==> src/rtl/sync_debounce_edge.sv <==
// Debounce and edge-qualify stage for an already-synchronized level input.
// Optional rising-edge event counter is compiled in with SYNC_DEBOUNCE_EVENT_CNT_EN.
module sync_debounce_edge #(
    parameter int DEBOUNCE_CYCLES = 4,
    parameter int CNT_WIDTH       = 8
) (
    input  logic                 clk,
    input  logic                 rst,
    input  logic                 sync_in,
    input  logic                 ena,
    input  logic                 cnt_clr,
    output logic                 level_out,
    output logic                 rise_pulse,
    output logic                 fall_pulse,
    output logic [CNT_WIDTH-1:0] event_cnt
);

    localparam int QW = $clog2(DEBOUNCE_CYCLES + 1);
    localparam logic [QW-1:0] QLAST = QW'(DEBOUNCE_CYCLES - 1);

    typedef enum logic [1:0] {
        LOW     = 2'd0,
        QUAL_HI = 2'd1,
        HIGH    = 2'd2,
        QUAL_LO = 2'd3
    } state_t;

    state_t          state, state_nxt;
    logic [QW-1:0]   qcnt, qcnt_nxt;
    logic            rise_nxt, fall_nxt, level_nxt;

    always_ff @(posedge clk or negedge rst) begin
        if (!rst) begin
            state      <= LOW;
            qcnt       <= '0;
            level_out  <= 1'b0;
            rise_pulse <= 1'b0;
            fall_pulse <= 1'b0;
        end else begin
            state      <= state_nxt;
            qcnt       <= qcnt_nxt;
            level_out  <= level_nxt;
            rise_pulse <= rise_nxt;
            fall_pulse <= fall_nxt;
        end
    end

    always_comb begin
        state_nxt = state;
        qcnt_nxt  = qcnt;
        rise_nxt  = 1'b0;
        fall_nxt  = 1'b0;
        if (ena) begin
            case (state)
                LOW: begin
                    if (sync_in) begin
                        if (DEBOUNCE_CYCLES == 1) begin
                            state_nxt = HIGH;
                            rise_nxt  = 1'b1;
                        end else begin
                            state_nxt = QUAL_HI;
                            qcnt_nxt  = QW'(1);
                        end
                    end
                end
                QUAL_HI: begin
                    if (!sync_in) begin
                        state_nxt = LOW;
                        qcnt_nxt  = '0;
                    end else if (qcnt == QLAST) begin
                        state_nxt = HIGH;
                        qcnt_nxt  = '0;
                        rise_nxt  = 1'b1;
                    end else begin
                        qcnt_nxt = qcnt + QW'(1);
                    end
                end
                HIGH: begin
                    if (!sync_in) begin
                        if (DEBOUNCE_CYCLES == 1) begin
                            state_nxt = LOW;
                            fall_nxt  = 1'b1;
                        end else begin
                            state_nxt = QUAL_LO;
                            qcnt_nxt  = QW'(1);
                        end
                    end
                end
                QUAL_LO: begin
                    if (sync_in) begin
                        state_nxt = HIGH;
                        qcnt_nxt  = '0;
                    end else if (qcnt == QLAST) begin
                        state_nxt = LOW;
                        qcnt_nxt  = '0;
                        fall_nxt  = 1'b1;
                    end else begin
                        qcnt_nxt = qcnt + QW'(1);
                    end
                end
                default: begin
                    state_nxt = LOW;
                    qcnt_nxt  = '0;
                end
            endcase
        end
    end

    // Level is registered from the next state so it flips together with the pulse.
    assign level_nxt = (state_nxt == HIGH) || (state_nxt == QUAL_LO);

`ifdef SYNC_DEBOUNCE_EVENT_CNT_EN
    function automatic logic [CNT_WIDTH-1:0] sat_inc(input logic [CNT_WIDTH-1:0] v);
        return (&v) ? v : v + CNT_WIDTH'(1);
    endfunction

    logic [CNT_WIDTH-1:0] cnt_q;

    // A clear coincident with an accepted rise still counts that rise.
    always_ff @(posedge clk or negedge rst) begin
        if (!rst) begin
            cnt_q <= '0;
        end else if (cnt_clr) begin
            cnt_q <= rise_nxt ? CNT_WIDTH'(1) : '0;
        end else if (rise_nxt) begin
            cnt_q <= sat_inc(cnt_q);
        end
    end

    assign event_cnt = cnt_q;
`else
    logic unused_cnt_clr;
    assign unused_cnt_clr = cnt_clr;
    assign event_cnt      = '0;
`endif

endmodule

==> config.mk <==
export PLATFORM = sky130hd
export DESIGN_NAME = sync_debounce_edge
export DESIGN_NICKNAME = d
export VERILOG_FILES = /design/src/rtl/sync_debounce_edge.sv
export SDC_FILE = /design/constraint.sdc
export NUM_CORES = 1
export LEC_CHECK = 0
export BUFFER_PORTS_ARGS = -buffer_cell sky130_fd_sc_hd__buf_2
export CAP_MARGIN = 20
export CORE_AREA = 2 2 39 41
export CTS_CLUSTER_DIAMETER = 100
export DETAILED_ROUTE_END_ITERATION = 7
export DIE_AREA = 0 0 41 43
export PLACE_DENSITY = 0.62
export SETUP_SLACK_MARGIN = 0.05
export SLEW_MARGIN = 20
export SYNTH_ARGS = -nofsm -noshare
export SYNTH_HDL_FRONTEND = slang
export SYNTH_SLANG_ARGS = --single-unit
==> constraint.sdc <==
create_clock -name clk -period 2.6 [get_ports clk]
set_clock_uncertainty 0.05 [all_clocks]
set_input_delay 0.52 -clock clk [delete_from_list [all_inputs] [get_ports clk]]
set_output_delay 0.52 -clock clk [all_outputs]
set_load 0.02 [all_outputs]
==> summary.txt, run 1 <==
Power and ir drop
  • Switching share of power: 34.1%
  • Leak: 0.235 nW
  • Comb power frac: 32.4%
  • Clock power share: 21.8%
  • Peak supply drop: roughly 0.26 mV
  • PD cells: roughly 910 nW/µm²
  • Switch Pwr: between 0.1 and 0.15 mW
  • Power share of the sequential group: 45.8%
  • P_int: 0.281 mW

Placement
  • Port bufs: 6
  • Placed cell count: 58
  • Final Wtd Congestion: 0.647

Timing
  • TNS Setup: 0 ps
  • Final Cycle Share: 53.1%
  • Unrepaired setup endpoints after global routing: no
  • # setup viols final: 0
  • Max-slew violations: 0
  • Hold Vio Cnt, Final: 0
  • Max Freq: 0.725 GHz
  • Min Clock Period, post-route: 1380 ps

Cells and area
  • Fin nets: 53
  • Synthesis-to-finish area growth: 8.99%
  • Ant. Diodes: 0
  • Layout cell share with drive strength beyond 1: 31.1%
  • Commonest cells after routing, fill and taps aside: 8 x conb_1, 8 x dfrtp_1, 6 x buf_2
  • Post-route non-filler standard cell count: 61

Floorplan
  • Ports: 16
  • Core area: 1380 µm²
  • Cell Rows: 14
  • Die Footprint: 1760 µm²
  • DIE WIDTH: 41 µm
  • Die Ht: 43 µm
  • Initial Util: between 30% and 40%

Synthesis
  • Post-synthesis cell area: between 400 and 500 µm²
  • Syn Area/Cell: between 10 and 15 µm²
  • Distinct cells, synth: 20
  • Post-Syn Instances: 37
  • Seq/Total Area, Yosys: ~46%
  • Yosys reg bits: 8
  • Synth Warn #: 0

Clock network
  • Post-CTS sizing: 0
  • Total CTS buffers: 3
  • Hold Buf Count CTS: 0
  • Setup bufs post-CTS: 0
  • H-tree level count: 1
  • Max Root-Sink Buffers: 2
  • TritonCTS clock tree: built
  • Clock transition at path regs: about 60 ps
  • Worst-Skew Late Latency: 250 ps
  • Root Buffer: clkbuf_4
  • CTS sink count: 8

GRT
  • Vias in the first global route: 229
  • Largest net degree at the start of global routing: 9
  • Initial antenna violation count: 0
  • All-Layer GR Usage: 9.20%
  • First-pass GRT wire length: around 960 µm
  • GRT overflow: 0

Worst setup path
  • Reg2reg path depth: 4
  • Worst r2r dst: state[1]
  • Worst Setup SP: qcnt[0]
  • Worst r2r src: qcnt[0]
  • Critical path arrival: 1460 ps
  • Reg2Reg Setup Slack: 1220 ps
  • Critical Path Source Type: flip-flop
  • CP endpoint: state[1]
  • Critical path capture point type: flip-flop
  • Req. time, crit path: roughly 2700 ps
  • Critical path peak fanout: 4
  • Setup CP Type: reg2reg

Route
  • Post-DR wirelength/cell: about 9.7 µm
  • Vias per std cell: 4.18
  • DRC viols: 0
  • Pre-antenna DRT Iters: 2
  • 1st-iter DRT viols: 1
  • DR vias: ~260
  • Final WL: 591 µm
  • Final ANT Viol Nets: 0

Worst hold path
  • Worst hold path type: in2async

Run
  • MaxCap Viol Count: 0

Run status
  • Status: finished, final reports clean
[stage by stage]
stage	utilization [%]	instance area, µm²	power, mW	hold WS [ps]	worst slack (ps)
floorplan	-	458	0.314	174	1310
global placement	32.4	448	0.336	322	1140
detailed placement	32.4	448	0.339	322	1150
CTS	34.0	470	0.438	42.8	1200
global route	34.0	470	0.467	43.6	1130
finish	34.0	470	0.427	50.2	1220
[metal layers]
layer / vias to the layer above / share of wire [%] / global-route usage, %
met5: - / 0 / 0
met3: 0 / 11 / 9.42
met1: 117 / 45 / 9.87
li1: 127 / - / -
met4: 0 / 0 / 4.00
met2: 11 / 44 / 11.6
[synth_stat cells]
| cell type | number | share of area [%] |
|---|---|---|
| xnor2_1 | 1 | 2.0 |
| nor3b_1 | 2 | 3.5 |
| nor3_1 | 1 | 1.2 |
| conb_1 | 1 | 0.87 |
| nor3b_2 | 1 | 2.9 |
| buf_4 | 8 | 14 |
| nand3_1 | 1 | 1.2 |
| a21oi_1 | 2 | 2.3 |
| o21ai_1 | 1 | 1.2 |
| mux2_2 | 1 | 2.6 |
| o21a_1 | 1 | 1.7 |
| nand3_2 | 1 | 2.3 |
| mux2_1 | 2 | 5.2 |
| xor2_1 | 1 | 2.0 |
| a21o_1 | 1 | 1.7 |
| or2_2 | 1 | 1.5 |
| ha_1 | 1 | 2.9 |
| dfrtp_1 | 8 | 46 |
| a31oi_1 | 1 | 1.5 |
| nor2b_4 | 1 | 3.2 |
[cells by family (layout without fill, tap and decap cells)]
group                    count (synthesis)  count (layout)  synth area share, %
AO/OA/AOI/OAI                            6               6                 8.41
XOR/XNOR                                 2               2                 4.06
adder cells (fa/ha/maj)                  1               1                 2.90
buffers and inverters                    8               9                 13.9
flip-flops                               8               8                 46.4
multiplexers                             3               3                 7.83
other                                    1               8                0.869
AND/OR/NAND/NOR                          8               8                 15.6
[how the worst min path moves through the flow]
stage,endpoint,cells after the start
2_1_floorplan,fall_pulse,0
3_3_place_gp,qcnt[1],1
3_5_place_dp,qcnt[1],1
4_1_cts,qcnt[1],1
5_1_grt,qcnt[2],1
6_report,qcnt[1],1
[flip-flops by register name, summed over array words and instances (netlist names)]
signal / cells
level_out: 1
fall_pulse: 1
qcnt: 3
state: 2
rise_pulse: 1
[layout make-up]
type,instances,area (µm²)
flip-flops and latches,8,200
multi-input cells,28,198
fillers,139,913
well taps,16,20.0
repair buffers,6,30.0
clock buffers,3,22.5
[power by group through the flow]
stage	clock network [mW]	logic [mW]	registers [mW]
global placement	0	0.139	0.197
floorplan	0	0.113	0.200
global route	0.110	0.155	0.202
detailed placement	0	0.140	0.199
CTS	0.100	0.140	0.197
finish	0.0930	0.138	0.195
[worst max-delay path, cell delays in order, from the launching register on]
cell and delay (ps):
dfrtp_1 360, ha_1 200, nor2b_4 190, nand3_2 130, mux2_1 330
Power figures use the tool's default switching activity.
==> run 2, diff against run 1 <==
==> constraint.sdc (replaced) <==
create_clock -name clk -period 1.4 [get_ports clk]
set_clock_uncertainty 0.05 [all_clocks]
set_input_delay 0.28 -clock clk [delete_from_list [all_inputs] [get_ports clk]]
set_output_delay 0.28 -clock clk [all_outputs]
set_load 0.02 [all_outputs]
==> run 2 against run 1 <==
  * Total power grew 110%
  * Combinational power grew to 2.6 times the previous value
  * First-iteration DRC count grew to 4.0 times the previous value
  * Largest power group unchanged
  * Worst setup slack lost 1200 ps
  * Register-to-register slack lost 1200 ps
  * Final area grew 16%
  * Sequential cell count is the same
  * Clock power grew 84%
  * Sequential share of layout area shrank 5.9 points
  * Utilization grew 5.4 points
==> summary.txt, run 2 (synthesized netlist as in run 1, its figures left out) <==
Floorplan
  • Die Ht: 43 µm (unchanged)
  • Core area: 1380 µm² (unchanged)
  • DIE WIDTH: 41 µm (unchanged)
  • Ports: 16 (unchanged)
  • Die Footprint: 1760 µm² (unchanged)
  • Cell Rows: 14 (unchanged)
  • Initial Util: 31.2% (unchanged)

Clock network
  • Clock transition at path regs: 50 ps (was 60 ps)
  • Total CTS buffers: 3 (unchanged)
  • CTS sink count: 8 (unchanged)
  • Max Root-Sink Buffers: 2 (unchanged)
  • H-tree level count: 1 (unchanged)
  • TritonCTS clock tree: built (unchanged)
  • Worst-Skew Late Latency: 250 ps (about the same)
  • Root Buffer: clkbuf_4 (unchanged)

Cells and area
  • Layout cell share with drive strength beyond 1: 47.1% (was 31.1%)
  • Ant. Diodes: 0 (unchanged)
  • Synthesis-to-finish area growth: 26.4% (was 8.99%)
  • Fin nets: 59 (was 53)
  • Core Util, Final: 39.4% (was 34.0%)
  • Top reg by flops: qcnt (unchanged)
  • Largest register FFs: 3 (unchanged)
  • Post-route non-filler standard cell count: 67 (was 61)
  • Layout filler cell count: 142 (was 139)
  • Commonest cells after routing, fill and taps aside: 8 x conb_1, 8 x dfrtp_1, 6 x buf_2 (unchanged)
  • Biggest regs: qcnt x3, state x2 (unchanged)

Timing
  • Final Cycle Share: 95.9% (was 53.1%)
  • Max Freq: 0.745 GHz (was 0.725 GHz)
  • TNS Setup: 0 ps (unchanged)
  • Max-slew violations: 0 (unchanged)
  • Hold Vio Cnt, Final: 0 (unchanged)
  • # setup viols final: 0 (unchanged)
  • Setup ws final: 57.3 ps (was 1220 ps)
  • Unrepaired setup endpoints after global routing: yes (was no)
  • Min Clock Period, post-route: 1340 ps (was 1380 ps)
  • WHS: 240 ps (was 50.2 ps)

Worst setup path
  • Setup CP Type: reg2reg (unchanged)
  • CP bufs+invs: 0 (unchanged)
  • Critical Path Source Type: flip-flop (unchanged)
  • Crit-path max cell delay: 360 ps (about the same)
  • Slowest CP cell: dfrtp_1 (unchanged)
  • Critical path arrival: 1420 ps (was 1460 ps)
  • Req. time, crit path: 1480 ps (was 2680 ps)
  • Critical path peak fanout: 4 (unchanged)
  • CP delay by family, top: flip-flops (unchanged)
  • Crit-path cells: ha_2 > nor2b_4 > nand3_4 > mux2_4 (was ha_1 > nor2b_4 > nand3_2 > mux2_1)
  • Critical path capture point type: flip-flop (unchanged)

Route
  • 1st-iter DRT viols: 4 (was 1)
  • DRC viols: 0 (unchanged)
  • Vias per std cell: 4.31 (was 4.18)
  • Final WL: 774 µm (was 591 µm)
  • Pre-antenna DRT Iters: 4 (was 2)
  • Final ANT Viol Nets: 0 (unchanged)
  • DR vias: 289 (was 255)
  • Post-DR wirelength/cell: 11.6 µm (was 9.69 µm)

GRT
  • Largest net degree at the start of global routing: 9 (unchanged)
  • First-pass GRT wire length: 1190 µm (was 959 µm)
  • Vias in the first global route: 281 (was 229)
  • GRT overflow: 0 (unchanged)
  • Initial antenna violation count: 0 (unchanged)
  • All-Layer GR Usage: 10.8% (was 9.20%)

Placement
  • Port bufs: 6 (unchanged)
  • Placed cell count: 58 (unchanged)
  • Place WS: 19.0 ps (was 1150 ps)
  • Detailed placer's ending HPWL: 515 µm
  • Final Wtd Congestion: 0.638 (was 0.647)

Power and ir drop
  • Comb power frac: 39.7% (was 32.4%)
  • Clock power share: 19.1% (was 21.8%)
  • P_int: 0.593 mW (was 0.281 mW)
  • PD cells: 1650 nW/µm² (was 907 nW/µm²)
  • Power share of the sequential group: 41.2% (was 45.8%)
  • Leak: 0.273 nW (was 0.235 nW)
  • Switching share of power: 34.0% (was 34.1%)
  • Switch Pwr: 0.305 mW (was 0.146 mW)
  • Peak supply drop: 0.728 mV (was 0.264 mV)

Run
  • MaxCap Viol Count: 0 (unchanged)

Run status
  • Status: finished, final reports clean (unchanged)

Worst hold path
  • Worst hold path type: in2reg (was in2async)
[run 2: routing by layer]
layer | wire, µm | up-vias | track usage [%]
met4 | 0 | 0 | 4.00
met5 | 0 | - | 0
met3 | 58 | 0 | 7.85
li1 | - | 140 | -
met2 | 415 | 11 | 16.9
met1 | 300 | 138 | 10.6
[run 2: stage by stage]
stage               area (µm²)  total power [mW]
floorplan                  458             0.582
global placement           448             0.623
detailed placement         448             0.636
CTS                        510             0.859
global route               546             0.965
finish                     546             0.898
[run 2: worst paths after layout]
check                              from          to  slack [ps]  depth (start not counted)
worst max-delay path            qcnt[0]    state[1]          60                          4
worst min-delay path            sync_in  fall_pulse         240                          2
worst max register to register  qcnt[0]    state[1]          60                          4
worst min register to register  qcnt[2]     qcnt[2]         500                          1
max in group asynchronous           rst  fall_pulse         770                          2
min in group asynchronous           rst     qcnt[1]         360                          2
[run 2: final cells by class]
class / count / area [µm²] / share of cell area, %
timing repair buffer: 12 / 77.6 / 14.2
clock buffer: 3 / 22.5 / 4.13
sequential: 8 / 200 / 36.7
multi-input combinational: 28 / 225 / 41.3
tap: 16 / 20.0 / 3.67
[run 2: power by group through the flow]
stage / Combinational, mW / Sequential, mW / Clock, mW
after floorplan: 0.211 / 0.372 / 0
after global placement: 0.258 / 0.365 / 0
after detailed placement: 0.269 / 0.368 / 0
after CTS: 0.309 / 0.365 / 0.186
after global routing: 0.389 / 0.383 / 0.193
final: 0.357 / 0.370 / 0.171
[run 2: what timing repair did]
item | 4_1_cts | 5_1_grt
pin swaps | 1 | 3
setup endpoints to repair | 3 | 4
setup buffers | 2 | 3
hold endpoints to repair | 8 | 0
gates resized for setup | 4 | 2
hold buffers | 1 | 0
gates cloned | 0 | 0
